==> src/rtl/sram_dport_arbiter.sv <==
// Two-master round-robin arbiter for the SRAM data port with bounded hold,
// registered grants and a one-cycle read-return qualifier per master.
module sram_dport_arbiter #(
    parameter int unsigned ADDR_W   = 14,
    parameter int unsigned MAX_HOLD = 8
) (
    input  logic              clk,
    input  logic              rst,
    input  logic              m0_req,
    input  logic [ADDR_W-1:0] m0_addr,
    input  logic [31:0]       m0_wdata,
    input  logic [3:0]        m0_bwe,
    output logic              m0_gnt,
    output logic              m0_rvalid,
    input  logic              m1_req,
    input  logic [ADDR_W-1:0] m1_addr,
    input  logic [31:0]       m1_wdata,
    input  logic [3:0]        m1_bwe,
    output logic              m1_gnt,
    output logic              m1_rvalid,
    output logic [31:0]       rdata,
    output logic [ADDR_W-1:0] mem_addr,
    output logic [31:0]       mem_wdata,
    output logic [3:0]        mem_bwe,
    input  logic [31:0]       mem_rdata
);

    localparam int unsigned HOLD_W = $clog2(MAX_HOLD);
    localparam logic [HOLD_W-1:0] HOLD_LAST = HOLD_W'(MAX_HOLD - 1);

    typedef enum logic [1:0] {
        S_IDLE = 2'd0,
        S_OWN0 = 2'd1,
        S_OWN1 = 2'd2
    } state_t;

    state_t              r_state;
    state_t              w_state_nxt;
    logic                r_last_owner;
    logic                w_last_owner_nxt;
    logic [HOLD_W-1:0]   r_hold_cnt;
    logic [HOLD_W-1:0]   w_hold_nxt;
    logic                r_rd_pend0;
    logic                r_rd_pend1;
    logic [ADDR_W-1:0]   r_addr_q;
    logic [31:0]         r_wdata_q;

    logic                w_acc0;
    logic                w_acc1;
    logic                w_acc;
    logic                w_own_req;
    logic                w_oth_req;
    logic [ADDR_W-1:0]   w_sel_addr;
    logic [31:0]         w_sel_wdata;
    logic [3:0]          w_sel_bwe;

    // Grants are a pure decode of the registered state.
    assign m0_gnt = (r_state == S_OWN0);
    assign m1_gnt = (r_state == S_OWN1);

    assign w_acc0 = m0_gnt && m0_req;
    assign w_acc1 = m1_gnt && m1_req;
    assign w_acc  = w_acc0 || w_acc1;

    assign w_own_req = (r_state == S_OWN1) ? m1_req : m0_req;
    assign w_oth_req = (r_state == S_OWN1) ? m0_req : m1_req;

    assign w_sel_addr  = w_acc1 ? m1_addr  : m0_addr;
    assign w_sel_wdata = w_acc1 ? m1_wdata : m0_wdata;
    assign w_sel_bwe   = w_acc1 ? m1_bwe   : m0_bwe;

    // Non-accepted cycles replay the last address/data with writes masked off.
    assign mem_addr  = w_acc ? w_sel_addr  : r_addr_q;
    assign mem_wdata = w_acc ? w_sel_wdata : r_wdata_q;
    assign mem_bwe   = w_acc ? w_sel_bwe   : 4'b0000;

    assign rdata     = mem_rdata;
    assign m0_rvalid = r_rd_pend0;
    assign m1_rvalid = r_rd_pend1;

    always_comb begin
        w_state_nxt      = r_state;
        w_last_owner_nxt = r_last_owner;
        w_hold_nxt       = r_hold_cnt;
        case (r_state)
            S_IDLE: begin
                w_hold_nxt = '0;
                if (m0_req && (!m1_req || r_last_owner)) begin
                    w_state_nxt = S_OWN0;
                end else if (m1_req) begin
                    w_state_nxt = S_OWN1;
                end
            end
            S_OWN0, S_OWN1: begin
                if (!w_own_req || (w_oth_req && (r_hold_cnt == HOLD_LAST))) begin
                    w_last_owner_nxt = (r_state == S_OWN1);
                    w_hold_nxt       = '0;
                    if (w_oth_req) begin
                        w_state_nxt = (r_state == S_OWN0) ? S_OWN1 : S_OWN0;
                    end else begin
                        w_state_nxt = S_IDLE;
                    end
                end else if (r_hold_cnt != HOLD_LAST) begin
                    w_hold_nxt = r_hold_cnt + HOLD_W'(1);
                end
            end
            default: begin
                w_state_nxt = S_IDLE;
                w_hold_nxt  = '0;
            end
        endcase
    end

    always_ff @(posedge clk or posedge rst) begin
        if (rst) begin
            r_state      <= S_IDLE;
            r_last_owner <= 1'b1;
            r_hold_cnt   <= '0;
        end else begin
            r_state      <= w_state_nxt;
            r_last_owner <= w_last_owner_nxt;
            r_hold_cnt   <= w_hold_nxt;
        end
    end

    always_ff @(posedge clk or posedge rst) begin
        if (rst) begin
            r_rd_pend0 <= 1'b0;
            r_rd_pend1 <= 1'b0;
            r_addr_q   <= '0;
            r_wdata_q  <= '0;
        end else begin
            r_rd_pend0 <= w_acc0 && (m0_bwe == 4'b0000);
            r_rd_pend1 <= w_acc1 && (m1_bwe == 4'b0000);
            if (w_acc) begin
                r_addr_q  <= w_sel_addr;
                r_wdata_q <= w_sel_wdata;
            end
        end
    end

endmodule

==> config.mk <==
export PLATFORM = sky130hd
export DESIGN_NAME = sram_dport_arbiter
export DESIGN_NICKNAME = d
export VERILOG_FILES = /design/src/rtl/sram_dport_arbiter.sv
export SDC_FILE = /design/constraint.sdc
export NUM_CORES = 1
export LEC_CHECK = 0
export BUFFER_PORTS_ARGS = -buffer_cell sky130_fd_sc_hd__buf_2
export CAP_MARGIN = 15
export CELL_PAD_IN_SITES_DETAIL_PLACEMENT = 2
export CELL_PAD_IN_SITES_GLOBAL_PLACEMENT = 2
export CORE_MARGIN = 1
export CORE_UTILIZATION = 23
export DETAILED_ROUTE_END_ITERATION = 12
export GPL_TIMING_DRIVEN = 0
export PLACE_DENSITY_LB_ADDON = 0.1
export SKIP_CTS_REPAIR_TIMING = 1
export SYNTH_ARGS = -nofsm -noshare
export SYNTH_HDL_FRONTEND = slang
export SYNTH_SLANG_ARGS = --single-unit
==> constraint.sdc <==
create_clock -name clk -period 5 [get_ports clk]
set_input_delay 1.25 -clock clk [delete_from_list [all_inputs] [get_ports clk]]
set_output_delay 1.25 -clock clk [all_outputs]
set_load 0.01 [all_outputs]
==> impl_metrics.tcl <==
set metrics [dict create \
    status "finished, final reports clean" \
    wirelength_um 9960 \
    ctsHtreeMaxLevel 2 \
    peakVddDrop_v 0.000136 \
    slew_headroom_pct 62.0 \
    final_cell_mix "buf_2 (194), dfrtp_1 (53), nand2_1 (50), mux2i_1 (48), o21ai_0 (46)" \
    placed_area_um2 4140 \
    fin_nets 630 \
    cts_root_buf "clkbuf_16" \
    final_cells 659 \
    drive_gt1_share_pct 51.3 \
    antenna_cells 0 \
    initial_utilization_pct 23.6 \
    finalPower_mw 2.12 \
    io-pin-count 222 \
    grtUsageTotal_pct 14.7 \
    core_um2 12600 \
    wl_per_cell_um 15.1 \
    design_area_um2 4270 \
    drtIter0Drc 41 \
    crit_path_end_kind "output port" \
    drtAntennaViolNets 0 \
    dpl.hpwl_um 7840 \
    synthesis.area_um2 2960 \
    ys_top_cells_by_area "dfrtp_1 (45%), mux2i_1 (16%), buf_4 (9.1%), o21ai_0 (7.8%), nand2_1 (6.3%)" \
    synth_seq_area_share_pct 45.7 \
    die-area_um2 13300 \
    skew_ns 0.00672 \
    syn_nets 434 \
    drv_cap 0 \
    cts_buffer_depth 2 \
    final_util_pct 34.0 \
    fillCellCount 1441 \
    setup_tns_ns 0 \
    grt_pass1_wl_um 15200 \
    fp.dieW_um 115 \
    grt_pass1_vias 3019 \
    rsz0062_at_grt "no" \
    globalplace.congestion 0.753 \
    synth_top_cell_by_area "dfrtp_1" \
    p_leak_nw 2.45 \
    finalSetupViolations 0 \
    drt-pass1-iter-count 4 \
    cts-buffers-inserted 5 \
    drc 0 \
    crit_required_ns 3.75 \
    vias 2842 \
    clock_latency_ns 0.29 \
    viasPerCell 4.31 \
    final_common_cell "buf_2" \
    ys_types 29 \
    cp.arrival_ns 2.61 \
    clkSinkCount 54 \
    finalHoldViolCount 0 \
    finalMaxSlewViolations 0 \
    hp-class "reg -> reg" \
    crit_fanout 10 \
    worst_pin_slew_ns 0.569 \
    globalRoute.totalOverflow 0 \
    syn_area_per_cell_um2 10.2 \
    ys_warn_count 0 \
    ys_ff_latch 54 \
    post-route-min-period_ns 3.86 \
    power_density_nw_per_um2 496 \
    antenna_found_initial 0 \
    finalCritPeriodShare_pct 77.2 \
    synth.top_cell.area_share_pct 44.8 \
    die_h_um 115 \
    synth_cells 291 \
    startpoint_type "input port" \
    grt_max_degree 32 \
    path_class "in -> out" \
    cts_tree "done" \
    dp_cells 652 \
    timing.fmax_mhz 259 \
    synthToLayoutAreaGrowth_pct 44.3 \
    port_buffers 188 \
    rows 41 \
    clkTransAtPathRegs_ns 0.07 \
]
==> report_power, final <==
part / leakage, nW / internal (mW) / total [mW] / switching (mW)
Clock: 0.0694 / 0.182 / 0.345 / 0.163
Combinational: 1.71 / 0.463 / 1.07 / 0.606
Sequential: 0.669 / 0.640 / 0.703 / 0.0629
==> sequential cells by signal (all words and copies together), names as in the netlist <==
register / cells
r_wdata_q: 32
r_addr_q: 14
r_hold_cnt: 3
r_state: 2
m0_rvalid: 1
m1_rvalid: 1
r_last_owner: 1
==> critical path, cell delays in order <==
cell and delay [ns]:
buf_2 0.15, and2_1 0.13, buf_2 0.19, clkbuf_1 0.43
o21ai_0 0.25, buf_2 0.19
==> kinds of logic (layout without fill, tap and decap cells) <==
group                    count (synthesis)  count (layout)  synth area share [%]
buffers and inverters                   54             250                  12.5
XOR/XNOR                                 1               1                 0.296
adder cells (fa/ha/maj)                  7               7                  2.96
flip-flops                              54              54                  45.7
AND/OR/NAND/NOR                         67              67                  9.81
AO/OA/AOI/OAI                           56              56                  10.8
multiplexers                            52              52                  18.0
==> area by class of cell <==
type	instances	area [um^2]	area share, %
sequential	54	1350	31.7
multi-input combinational	183	1240	29.0
timing repair buffer	189	961	22.5
buffer	50	354	8.29
tap	172	215	5.04
clock buffer	5	125	2.93
inverter	4	15.0	0.351
clock inverter	2	10.0	0.234
==> metrics by stage <==
stage | worst slack [ns] | hold slack, ns
2_1_floorplan | 1.56 | 0.493
3_3_place_gp | 1.11 | 0.513
3_5_place_dp | 1.08 | 0.524
4_1_cts | 1.08 | 0.543
5_1_grt | 0.948 | 0.577
6_report | 1.14 | 0.533
==> Yosys cell counts <==
cell type	count
clkbuf_2	1
mux2_4	2
nor2_1	7
buf_2	6
nand4_4	1
a22o_1	4
buf_4	36
xor2_1	1
o21ai_0	46
o2bb2ai_1	1
a31oi_1	1
a22oi_1	1
nand2_1	50
clkbuf_1	4
a21boi_4	1
or4_1	1
nand3_1	2
ha_1	7
dfrtp_1	53
mux2_2	2
inv_1	4
a21oi_1	1
and2_1	2
o211ai_1	1
mux2i_1	48
dfstp_2	1
nor3_1	2
nand3b_1	2
buf_6	3
==> final timing paths <==
| path | endpoint | cells after the start | start | slack (ns) |
|---|---|---|---|---|
| worst max-delay path | mem_wdata[18] | 6 | m1_req | 1.14 |
| worst min-delay path | r_hold_cnt[2]$_DFFE_PP0P_ | 2 | r_hold_cnt[2]$_DFFE_PP0P_ | 0.53 |
| worst max register to register | r_wdata_q[18]$_DFF_PP0_ | 6 | r_state[0]$_DFFE_PP0P_ | 2.99 |
| worst min register to register | r_hold_cnt[2]$_DFFE_PP0P_ | 2 | r_hold_cnt[2]$_DFFE_PP0P_ | 0.53 |
| max in group asynchronous | r_last_owner$_DFFE_PP1P_ | 3 | rst | 3.33 |
| min in group asynchronous | m1_rvalid$_DFF_PP0_ | 2 | rst | 1.01 |
==> routing by layer <==
layer	up-vias	share of wire [%]	track usage, %
li1	1349	-	-
met3	9	8.3	3.92
met5	-	0	0
met2	140	50	26.7
met4	0	1.2	4.24
met1	1344	41	16.9
(Power assumes the default switching activity.)
